**src/rtl/alu_operand_pkg.sv**
```systemverilog
// Shared types and constants for the execute-stage operand path.
// Optional feature macro: ALU_OVERFLOW_FLAG_EN (adds ovf/ovf_q outputs).
package alu_operand_pkg;

  localparam int XLEN = 32;
  localparam logic [XLEN-1:0] PC_INC = 32'd4;

  typedef enum logic [1:0] {
    BSEL_IMM_I = 2'b00,
    BSEL_IMM_S = 2'b01,
    BSEL_RS2   = 2'b10,
    BSEL_ZERO  = 2'b11
  } bsel_e;

  typedef enum logic {
    ALU_ADD = 1'b0,
    ALU_SUB = 1'b1
  } aluop_e;

endpackage

```
**src/rtl/alu_operand_path_alu_core.sv**
```systemverilog
// ADD/SUB core with the zero flag (and signed overflow when ALU_OVERFLOW_FLAG_EN is defined).
// Results wrap modulo 2^XLEN; the carry and borrow are dropped.
module alu_core #(
  parameter int XLEN = 32
) (
  input  logic [XLEN-1:0] doa,
  input  logic [XLEN-1:0] b,
  input  logic            control_alu,
  output logic [XLEN-1:0] alu_out,
  output logic            cero
`ifdef ALU_OVERFLOW_FLAG_EN
  ,
  output logic            ovf
`endif
);
  import alu_operand_pkg::*;

  logic [XLEN-1:0] w_sum;
  logic [XLEN-1:0] w_diff;

  assign w_sum  = doa + b;
  assign w_diff = doa - b;

  // Pick the add or subtract result and derive the zero flag from it
  always_comb begin
    alu_out = w_sum;
    if (aluop_e'(control_alu) == ALU_SUB) begin
      alu_out = w_diff;
    end
    cero = (alu_out == '0);
  end

`ifdef ALU_OVERFLOW_FLAG_EN
  // Signed overflow: the operand sign pattern is checked against the sign of the result
  always_comb begin
    ovf = 1'b0;
    if (aluop_e'(control_alu) == ALU_SUB) begin
      ovf = (doa[XLEN-1] != b[XLEN-1]) && (alu_out[XLEN-1] != doa[XLEN-1]);
    end else begin
      ovf = (doa[XLEN-1] == b[XLEN-1]) && (alu_out[XLEN-1] != doa[XLEN-1]);
    end
  end
`endif

endmodule

```
**src/rtl/alu_operand_path.sv**
```systemverilog
// Execute-stage operand path: B-operand select, ADD/SUB, zero flag, PC increment select.
// The datapath is combinational; only the flag copies are clocked.
// Optional feature macro: ALU_OVERFLOW_FLAG_EN (adds ovf/ovf_q outputs).
module alu_operand_path #(
  parameter int              XLEN   = 32,
  parameter logic [XLEN-1:0] PC_INC = 32'd4
) (
  input  logic            clk,
  input  logic            rst_n,
  input  logic [XLEN-1:0] doa,
  input  logic [XLEN-1:0] dob,
  input  logic [XLEN-1:0] imm_ex,
  input  logic [XLEN-1:0] imm_sw,
  input  logic [1:0]      s_mux_b,
  input  logic            control_alu,
  input  logic [XLEN-1:0] i_branch,
  input  logic            s_mux_a,
  output logic [XLEN-1:0] alu_out,
  output logic            cero,
  output logic            cero_q,
  output logic [XLEN-1:0] op_pc
`ifdef ALU_OVERFLOW_FLAG_EN
  ,
  output logic            ovf,
  output logic            ovf_q
`endif
);
  import alu_operand_pkg::*;

  logic [XLEN-1:0] w_operandB;
  logic            r_ceroQ;

  // B operand select; the spare code yields a defined zero operand
  always_comb begin
    w_operandB = '0;
    case (bsel_e'(s_mux_b))
      BSEL_IMM_I: w_operandB = imm_ex;
      BSEL_IMM_S: w_operandB = imm_sw;
      BSEL_RS2:   w_operandB = dob;
      BSEL_ZERO:  w_operandB = '0;
      default:    w_operandB = '0;
    endcase
  end

  alu_core #(
    .XLEN(XLEN)
  ) u_aluCore (
    .doa        (doa),
    .b          (w_operandB),
    .control_alu(control_alu),
    .alu_out    (alu_out),
    .cero       (cero)
`ifdef ALU_OVERFLOW_FLAG_EN
    ,
    .ovf        (ovf)
`endif
  );

  // PC increment: sequential step or branch offset, offset passed unaligned as-is
  always_comb begin
    op_pc = PC_INC;
    if (s_mux_a) begin
      op_pc = i_branch;
    end
  end

  // Registered zero flag for the clocked control unit
  always_ff @(posedge clk) begin
    if (!rst_n) begin
      r_ceroQ <= 1'b0;
    end else begin
      r_ceroQ <= cero;
    end
  end

  assign cero_q = r_ceroQ;

`ifdef ALU_OVERFLOW_FLAG_EN
  logic r_ovfQ;

  // Registered overflow flag, cleared with the zero flag on reset
  always_ff @(posedge clk) begin
    if (!rst_n) begin
      r_ovfQ <= 1'b0;
    end else begin
      r_ovfQ <= ovf;
    end
  end

  assign ovf_q = r_ovfQ;
`endif

endmodule

```
**config.mk**
```make
export PLATFORM = sky130hd
export DESIGN_NAME = alu_operand_path
export DESIGN_NICKNAME = d
export VERILOG_FILES = /design/src/rtl/alu_operand_pkg.sv /design/src/rtl/alu_operand_path_alu_core.sv /design/src/rtl/alu_operand_path.sv
export SDC_FILE = /design/constraint.sdc
export NUM_CORES = 1
export LEC_CHECK = 0
export CORE_MARGIN = 5
export CORE_UTILIZATION = 42
export DETAILED_ROUTE_END_ITERATION = 6
export GPL_TIMING_DRIVEN = 0
export HOLD_SLACK_MARGIN = 0.15
export PLACE_DENSITY = 0.95
export SLEW_MARGIN = 25
export SYNTH_ARGS = -nofsm -noshare
export SYNTH_HDL_FRONTEND = slang
export SYNTH_SLANG_ARGS = --single-unit
```
**constraint.sdc**
```tcl
create_clock -name clk -period 16.35 [get_ports clk]
set_input_delay 2.4525 -clock clk [delete_from_list [all_inputs] [get_ports clk]]
set_output_delay 2.4525 -clock clk [all_outputs]
set_load 0.005 [all_outputs]
```
==> results.json, run 1 <==
{
  "synth_cell_types": 65,
  "netlist_instances": 521,
  "path_cells": "clkdlybuf4s50_1, nor2b_1, buf_4, o2bb2ai_1, nor4_4, nand2_2, nor3b_2, and3_1, nor2b_1, a21oi_1, xnor2_1, ha_1, clkbuf_1, nand2_1, or3_1, a31oi_1, o21ai_1, xnor2_2, or4_1, and4bb_1, nor4b_1, clkdlybuf4s50_1",
  "holdBufCountCts": 0,
  "post-cts-setup-buffers": 0,
  "ant_nets": 0,
  "rsz0062_at_grt": "false",
  "grt-ovfl-total": 0,
  "critical_path.max_fanout": 10,
  "fin_crit_sh": 0.675,
  "antenna_found_initial": 0,
  "dieArea_sq_um": 10700,
  "worstHoldEndpoint": "cero_q",
  "wl_mm": 15.3,
  "critPathSlowestCell": "clkdlybuf4s50_1",
  "cp-start-kind": "input pin",
  "cellLeakagePower_uw": 0.00239,
  "combPwrFrac": 0.993,
  "yosysSeqAreaShare": 0.00543,
  "grt_usage": 0.259,
  "hold_viol": 0,
  "vias_per_cell": 5.67,
  "hold_class": "input pin to flop",
  "powerDensity_nw_per_um2": 58.0,
  "fmax_mhz": 90.7,
  "fin_area_sq_um": 6120,
  "hold_depth": 3,
  "syn_area_sq_um": 3680,
  "worstPathRequired_ns": 13.90,
  "path_class": "input pin to output port",
  "route.vias.total": 4870,
  "synth-edff-count": 0,
  "swShare": 0.473,
  "fp-row-count": 34,
  "status": "completed",
  "largest_reg_flops": 1,
  "initial_core_util": 0.427,
  "dp_hpwl_mm": 13.6,
  "route.detailed.drc": 0,
  "stdcell_count": 859,
  "vdd_drop_max_uv": 23.2,
  "fp.dieH_microns": 104,
  "cp-end-kind": "output port",
  "dpl_cell_area_sq_um": 6120,
  "coreArea_sq_um": 8640,
  "finalSetupViolations": 0,
  "crit_path_max_incr_delay_ns": 0.58,
  "numPortBuffers": 230,
  "synth_nets": 720,
  "synth_ff_type": "dfxtp_1",
  "finalPower_uw": 355,
  "nets": 952,
  "grt_pass1_vias": 4827,
  "grt_pass1_wl_mm": 24.0,
  "drt_iter0_markers": 216,
  "post-place-cells": 859,
  "area_delta_synth_final_pct": 66.1,
  "switchingPower_uw": 168,
  "synth.avg_cell_area_sq_um": 7.07,
  "gp_congestion": 0.956,
  "wire_per_inst_microns": 17.8,
  "first_pass_iters": 4,
  "drive_above_1_share": 0.0479,
  "relSlewSlack": 0.535,
  "hp-start": "rst_n",
  "slew_viol_final": 0,
  "worstPathArrival_ns": 8.58,
  "period_needed_ns": 11.03,
  "antenna_cells": 0,
  "ios": 232,
  "max-cap-violations": 0,
  "cts.clk_slew.worst_paths_ns": 0,
  "yosys_register_bits": 1,
  "grt_max_degree": 11,
  "async_reset_ff_frac": 0,
  "synth_warnings": 0,
  "die_x_microns": 104,
  "tightest_slew_ns": 0.692,
  "clock_power_share": 0,
  "power_frac_seq": 0.007,
  "fin_tns_setup_ns": 0,
  "cts-resized-gates": 0,
  "intPower_uw": 187
}
[power by group through the flow]
stage | Clock (uW) | Sequential, uW | Combinational, uW
after floorplan | 0 | 2.49 | 188
after global placement | 0 | 2.49 | 341
after detailed placement | 0 | 2.49 | 348
after CTS | 0 | 2.49 | 350
after global routing | 0 | 2.49 | 380
final | 0 | 2.49 | 352
[placed cells by master (no fill, tap or decap), types with 6 or more instances in the layout]
master / synthesis / routed
clkdlybuf4s50_1: 0 / 230
a21oi_1: 58 / 58
xnor2_1: 45 / 45
nand2_1: 40 / 40
nor2_1: 36 / 36
and2_1: 35 / 35
mux2i_1: 34 / 34
ha_1: 32 / 32
o21ai_0: 24 / 24
o2bb2ai_1: 23 / 23
inv_1: 20 / 20
xor2_1: 13 / 13
clkbuf_1: 12 / 12
a31oi_1: 12 / 12
nor3_1: 9 / 9
buf_6: 7 / 7
buf_4: 7 / 7
and3_1: 7 / 7
o21ai_1: 7 / 7
nand2b_1: 7 / 7
nand4_1: 7 / 7
a21o_1: 6 / 6
[routing by layer]
metal  up-vias  GRT usage  share of wire
met5         -          0              0
met2       244      0.465           0.49
met1      2208      0.320           0.41
met3        35     0.0361          0.068
li1       2383          -              -
met4         0     0.0722          0.031
[worst max path at each step]
| stage | slack (ns) | start | end |
|---|---|---|---|
| 2_1_floorplan | 7.12 | s_mux_b[1] | cero |
| 3_3_place_gp | 5.47 | s_mux_b[0] | cero |
| 3_5_place_dp | 5.41 | s_mux_b[0] | cero |
| 4_1_cts | 5.38 | s_mux_b[0] | cero |
| 5_1_grt | 4.92 | s_mux_b[0] | cero |
| 6_report | 5.32 | s_mux_b[0] | cero |
[through the flow]
| step | utilization | hold slack (ns) | setup slack [ns] |
|---|---|---|---|
| after detailed placement | 0.709 | 3.06 | 5.41 |
| after floorplan | - | 2.59 | 7.12 |
| after global placement | 0.709 | 3.04 | 5.47 |
| after CTS | 0.709 | 3.06 | 5.38 |
| final | 0.709 | 3.05 | 5.32 |
| after global routing | 0.709 | 3.07 | 4.92 |
[critical path, delay by kind of cell]
family / cells / cell delay, ns
compound gates: 4 / 0.71
simple gates: 11 / 3.15
buf+inv: 4 / 1.62
xor+xnor: 2 / 0.35
fa+ha+maj: 1 / 0.28
[cell type report]
class / count / area, sq um
multi-input combinational: 469 / 3390
timing repair buffer: 230 / 2300
buffer: 31 / 201
sequential: 1 / 20.0
tap: 108 / 135
inverter: 20 / 75.1
fill: 691 / 2510
[Yosys cell counts (2+ instances only)]
library cell,number,area [sq um]
a21oi_1,58,290
xnor2_1,45,394
nand2_1,40,150
nor2_1,36,135
and2_1,35,219
mux2i_1,34,340
ha_1,32,400
o21ai_0,24,120
o2bb2ai_1,23,201
inv_1,20,75.1
xor2_1,13,114
a31oi_1,12,75.1
clkbuf_1,12,45.0
nor3_1,9,45.0
and3_1,7,43.8
buf_4,7,52.6
buf_6,7,78.8
nand2b_1,7,43.8
nand4_1,7,43.8
o21ai_1,7,35.0
a21o_1,6,45.0
nand3_1,5,25.0
nor2b_1,5,31.3
nor4_1,5,31.3
o211ai_1,5,37.5
buf_2,4,20.0
nor4_4,4,85.1
o21a_1,4,30.0
o21bai_1,4,30.0
nor4b_1,3,26.3
a221o_1,2,20.0
a41oi_1,2,17.5
nand4bb_1,2,22.5
nor3b_2,2,25.0
o2bb2ai_2,2,30.0
or4_1,2,15.0
[cell families after synthesis]
family | count (synthesis) | share of synthesized area
XOR/XNOR | 59 | 0.142
adder cells (fa/ha/maj) | 33 | 0.114
buffers and inverters | 51 | 0.0750
flip-flops | 1 | 0.00543
AO/OA/AOI/OAI | 164 | 0.292
AND/OR/NAND/NOR | 179 | 0.279
multiplexers | 34 | 0.0924
No activity file was read; power rests on OpenSTA's default activity.
==> run 2, diff against run 1 <==
--- a/config.mk
+++ b/config.mk
@@ -6,11 +6,11 @@
 export NUM_CORES = 1
 export LEC_CHECK = 0
 export CORE_MARGIN = 5
-export CORE_UTILIZATION = 42
+export CORE_UTILIZATION = 39
 export DETAILED_ROUTE_END_ITERATION = 6
 export GPL_TIMING_DRIVEN = 0
 export HOLD_SLACK_MARGIN = 0.15
-export PLACE_DENSITY = 0.95
+export PLACE_DENSITY = 0.94
 export SLEW_MARGIN = 25
 export SYNTH_ARGS = -nofsm -noshare
 export SYNTH_HDL_FRONTEND = slang
==> constraint.sdc (replaced) <==
create_clock -name clk -period 10.45 [get_ports clk]
set_input_delay 1.5675 -clock clk [delete_from_list [all_inputs] [get_ports clk]]
set_output_delay 1.5675 -clock clk [all_outputs]
set_load 0.005 [all_outputs]
==> run 2 against run 1 <==
Effect of this change: critical path depth did not move; routed wire length fell by 4.0%; hold slack got worse by 0.90 ns; final area rose by 0.43%; die area rose by 6.9%; setup slack got worse by 4.1 ns; flip-flop and latch count did not move; total power rose by 55%; largest power group unchanged.
==> results.json, run 2 (synthesis results as in run 1) <==
{
  "cp-end-kind": "output port",
  "route.met2.wl_mm": 7.54,
  "antenna_found_initial": 0,
  "numPortBuffers": 230,
  "grt_usage": 0.236,
  "drt_iter0_markers": 208,
  "fin_crit_sh": 0.887,
  "route.vias.total": 4809,
  "fmax_mhz": 108,
  "initial_core_util": 0.399,
  "first_pass_iters": 5,
  "area_delta_synth_final_pct": 66.9,
  "met1_length_mm": 5.64,
  "worstPathRequired_ns": 8.88,
  "coreArea_sq_um": 9240,
  "max-cap-violations": 0,
  "path_class": "input pin to output port",
  "largest_reg_flops": 1,
  "crit_path_max_incr_delay_ns": 0.57,
  "cts.clk_slew.worst_paths_ns": 0,
  "post-cts-setup-buffers": 0,
  "power_frac_seq": 0.007,
  "relSlewSlack": 0.552,
  "critical_path.max_fanout": 10,
  "crit_buf_inv": 4,
  "antenna_cells": 0,
  "ios": 232,
  "cellLeakagePower_uw": 0.00239,
  "wl_mm": 14.7,
  "final_common_cell": "clkdlybuf4s50_1",
  "fill_cells": 777,
  "grt_pass1_wl_mm": 22.7,
  "fp.dieH_microns": 107,
  "grt_pass1_vias": 4923,
  "vias_per_cell": 5.46,
  "gp_congestion": 0.907,
  "hold_class": "input pin to flop",
  "grt-ovfl-total": 0,
  "combPwrFrac": 0.993,
  "finalSetupViolations": 0,
  "fp-row-count": 35,
  "nets": 952,
  "fin_tns_setup_ns": 0,
  "swShare": 0.468,
  "slew_viol_final": 0,
  "vdd_drop_max_uv": 36.5,
  "rsz0062_at_grt": "false",
  "tightest_slew_ns": 0.669,
  "grt_max_degree": 11,
  "cp-start-kind": "input pin",
  "wl_met3_mm": 1.21,
  "mostFrequentLayoutCells": "clkdlybuf4s50_1, a21oi_1, xnor2_1",
  "highest_layer": "met4",
  "path_cells": "clkdlybuf4s50_1, nor2b_1, buf_4, o2bb2ai_1, nor4_4, nand2_2, nor3b_2, and3_1, nor2b_1, a21oi_1, xnor2_1, ha_1, clkbuf_1, nand2_1, or3_1, a31oi_1, o21ai_1, xnor2_2, or4_1, and4bb_1, nor4b_1, clkdlybuf4s50_1",
  "clock_power_share": 0,
  "dieArea_sq_um": 11500,
  "register_area_sq_um": 20.0,
  "critPathSlowestCell": "clkdlybuf4s50_1",
  "dp_hpwl_mm": 13.1,
  "hold_viol": 0,
  "multi_input_area_sq_um": 3390,
  "period_needed_ns": 9.27,
  "post-place-cells": 880,
  "switchingPower_uw": 258,
  "holdBufCountCts": 0,
  "powerDensity_nw_per_um2": 89.5,
  "route.detailed.drc": 0,
  "worstPathArrival_ns": 7.70,
  "status": "completed",
  "cts-resized-gates": 0,
  "stdcell_count": 880,
  "intPower_uw": 293,
  "drive_above_1_share": 0.0479,
  "wire_per_inst_microns": 16.7,
  "ant_nets": 0,
  "die_x_microns": 107,
  "crit_family": "simple AND/OR/NAND/NOR gates"
}
## run 2: cell counts in the layout (fill, tap and decap cells not counted)
No cell type changed its count.
## run 2: layer usage
metal | global-route usage | up-vias
met5 | 0 | -
met3 | 0.0361 | 24
li1 | - | 2377
met2 | 0.462 | 218
met4 | 0.0475 | 0
met1 | 0.265 | 2190
## run 2: through the flow
step / setup slack [ns] / util / total power (uW) / hold slack [ns] / instance area, sq um
3_3_place_gp: 1.46 / 0.665 / 539 / 2.13 / 6150
5_1_grt: 0.690 / 0.665 / 597 / 2.19 / 6150
2_1_floorplan: 2.99 / - / 299 / 1.71 / 3680
4_1_cts: 1.26 / 0.665 / 550 / 2.15 / 6150
3_5_place_dp: 1.27 / 0.665 / 548 / 2.15 / 6150
6_report: 1.18 / 0.665 / 550 / 2.15 / 6150
## run 2: final cells by class
class	instances	share of cell area
multi-input cells	469	0.551
well taps	129	0.0263
inverters	20	0.0122
plain buffers	31	0.0328
repair buffers	230	0.374
flip-flops and latches	1	0.00326
## run 2: worst paths after layout
| path | endpoint | depth (start not counted) | slack (ns) | start |
|---|---|---|---|---|
| worst max-delay path | cero | 22 | 1.18 | s_mux_b[0] |
| worst min-delay path | cero_q | 3 | 2.15 | rst_n |
## run 2: power groups by stage
stage          clock network [uW]  logic (uW)  registers, uW
2_1_floorplan                   0         295           3.90
3_3_place_gp                    0         535           3.90
3_5_place_dp                    0         544           3.90
4_1_cts                         0         546           3.90
5_1_grt                         0         594           3.90
6_report                        0         546           3.90
==> run 3, diff against run 2 <==
--- a/config.mk
+++ b/config.mk
@@ -11,6 +11,7 @@
 export GPL_TIMING_DRIVEN = 0
 export HOLD_SLACK_MARGIN = 0.15
 export PLACE_DENSITY = 0.94
+export SKIP_LAST_GASP = 1
 export SLEW_MARGIN = 25
 export SYNTH_ARGS = -nofsm -noshare
 export SYNTH_HDL_FRONTEND = slang
==> constraint.sdc (replaced) <==
create_clock -name clk -period 10.45 [get_ports clk]
set_input_delay 1.5675 -clock clk [delete_from_list [all_inputs] [get_ports clk]]
set_output_delay 1.5675 -clock clk [all_outputs]
set_load 0.01 [all_outputs]
==> results of run 3 <==
Same layout as run 2 (identical final DEF). Status: completed.
Among the figures that moved: setup slack after placement 1.27 ns -> 1.24 ns; setup slack after layout 1.18 ns -> 1.15 ns; total power 550 uW -> 574 uW; worst IR drop on VDD 36.5 uV -> 42.2 uV
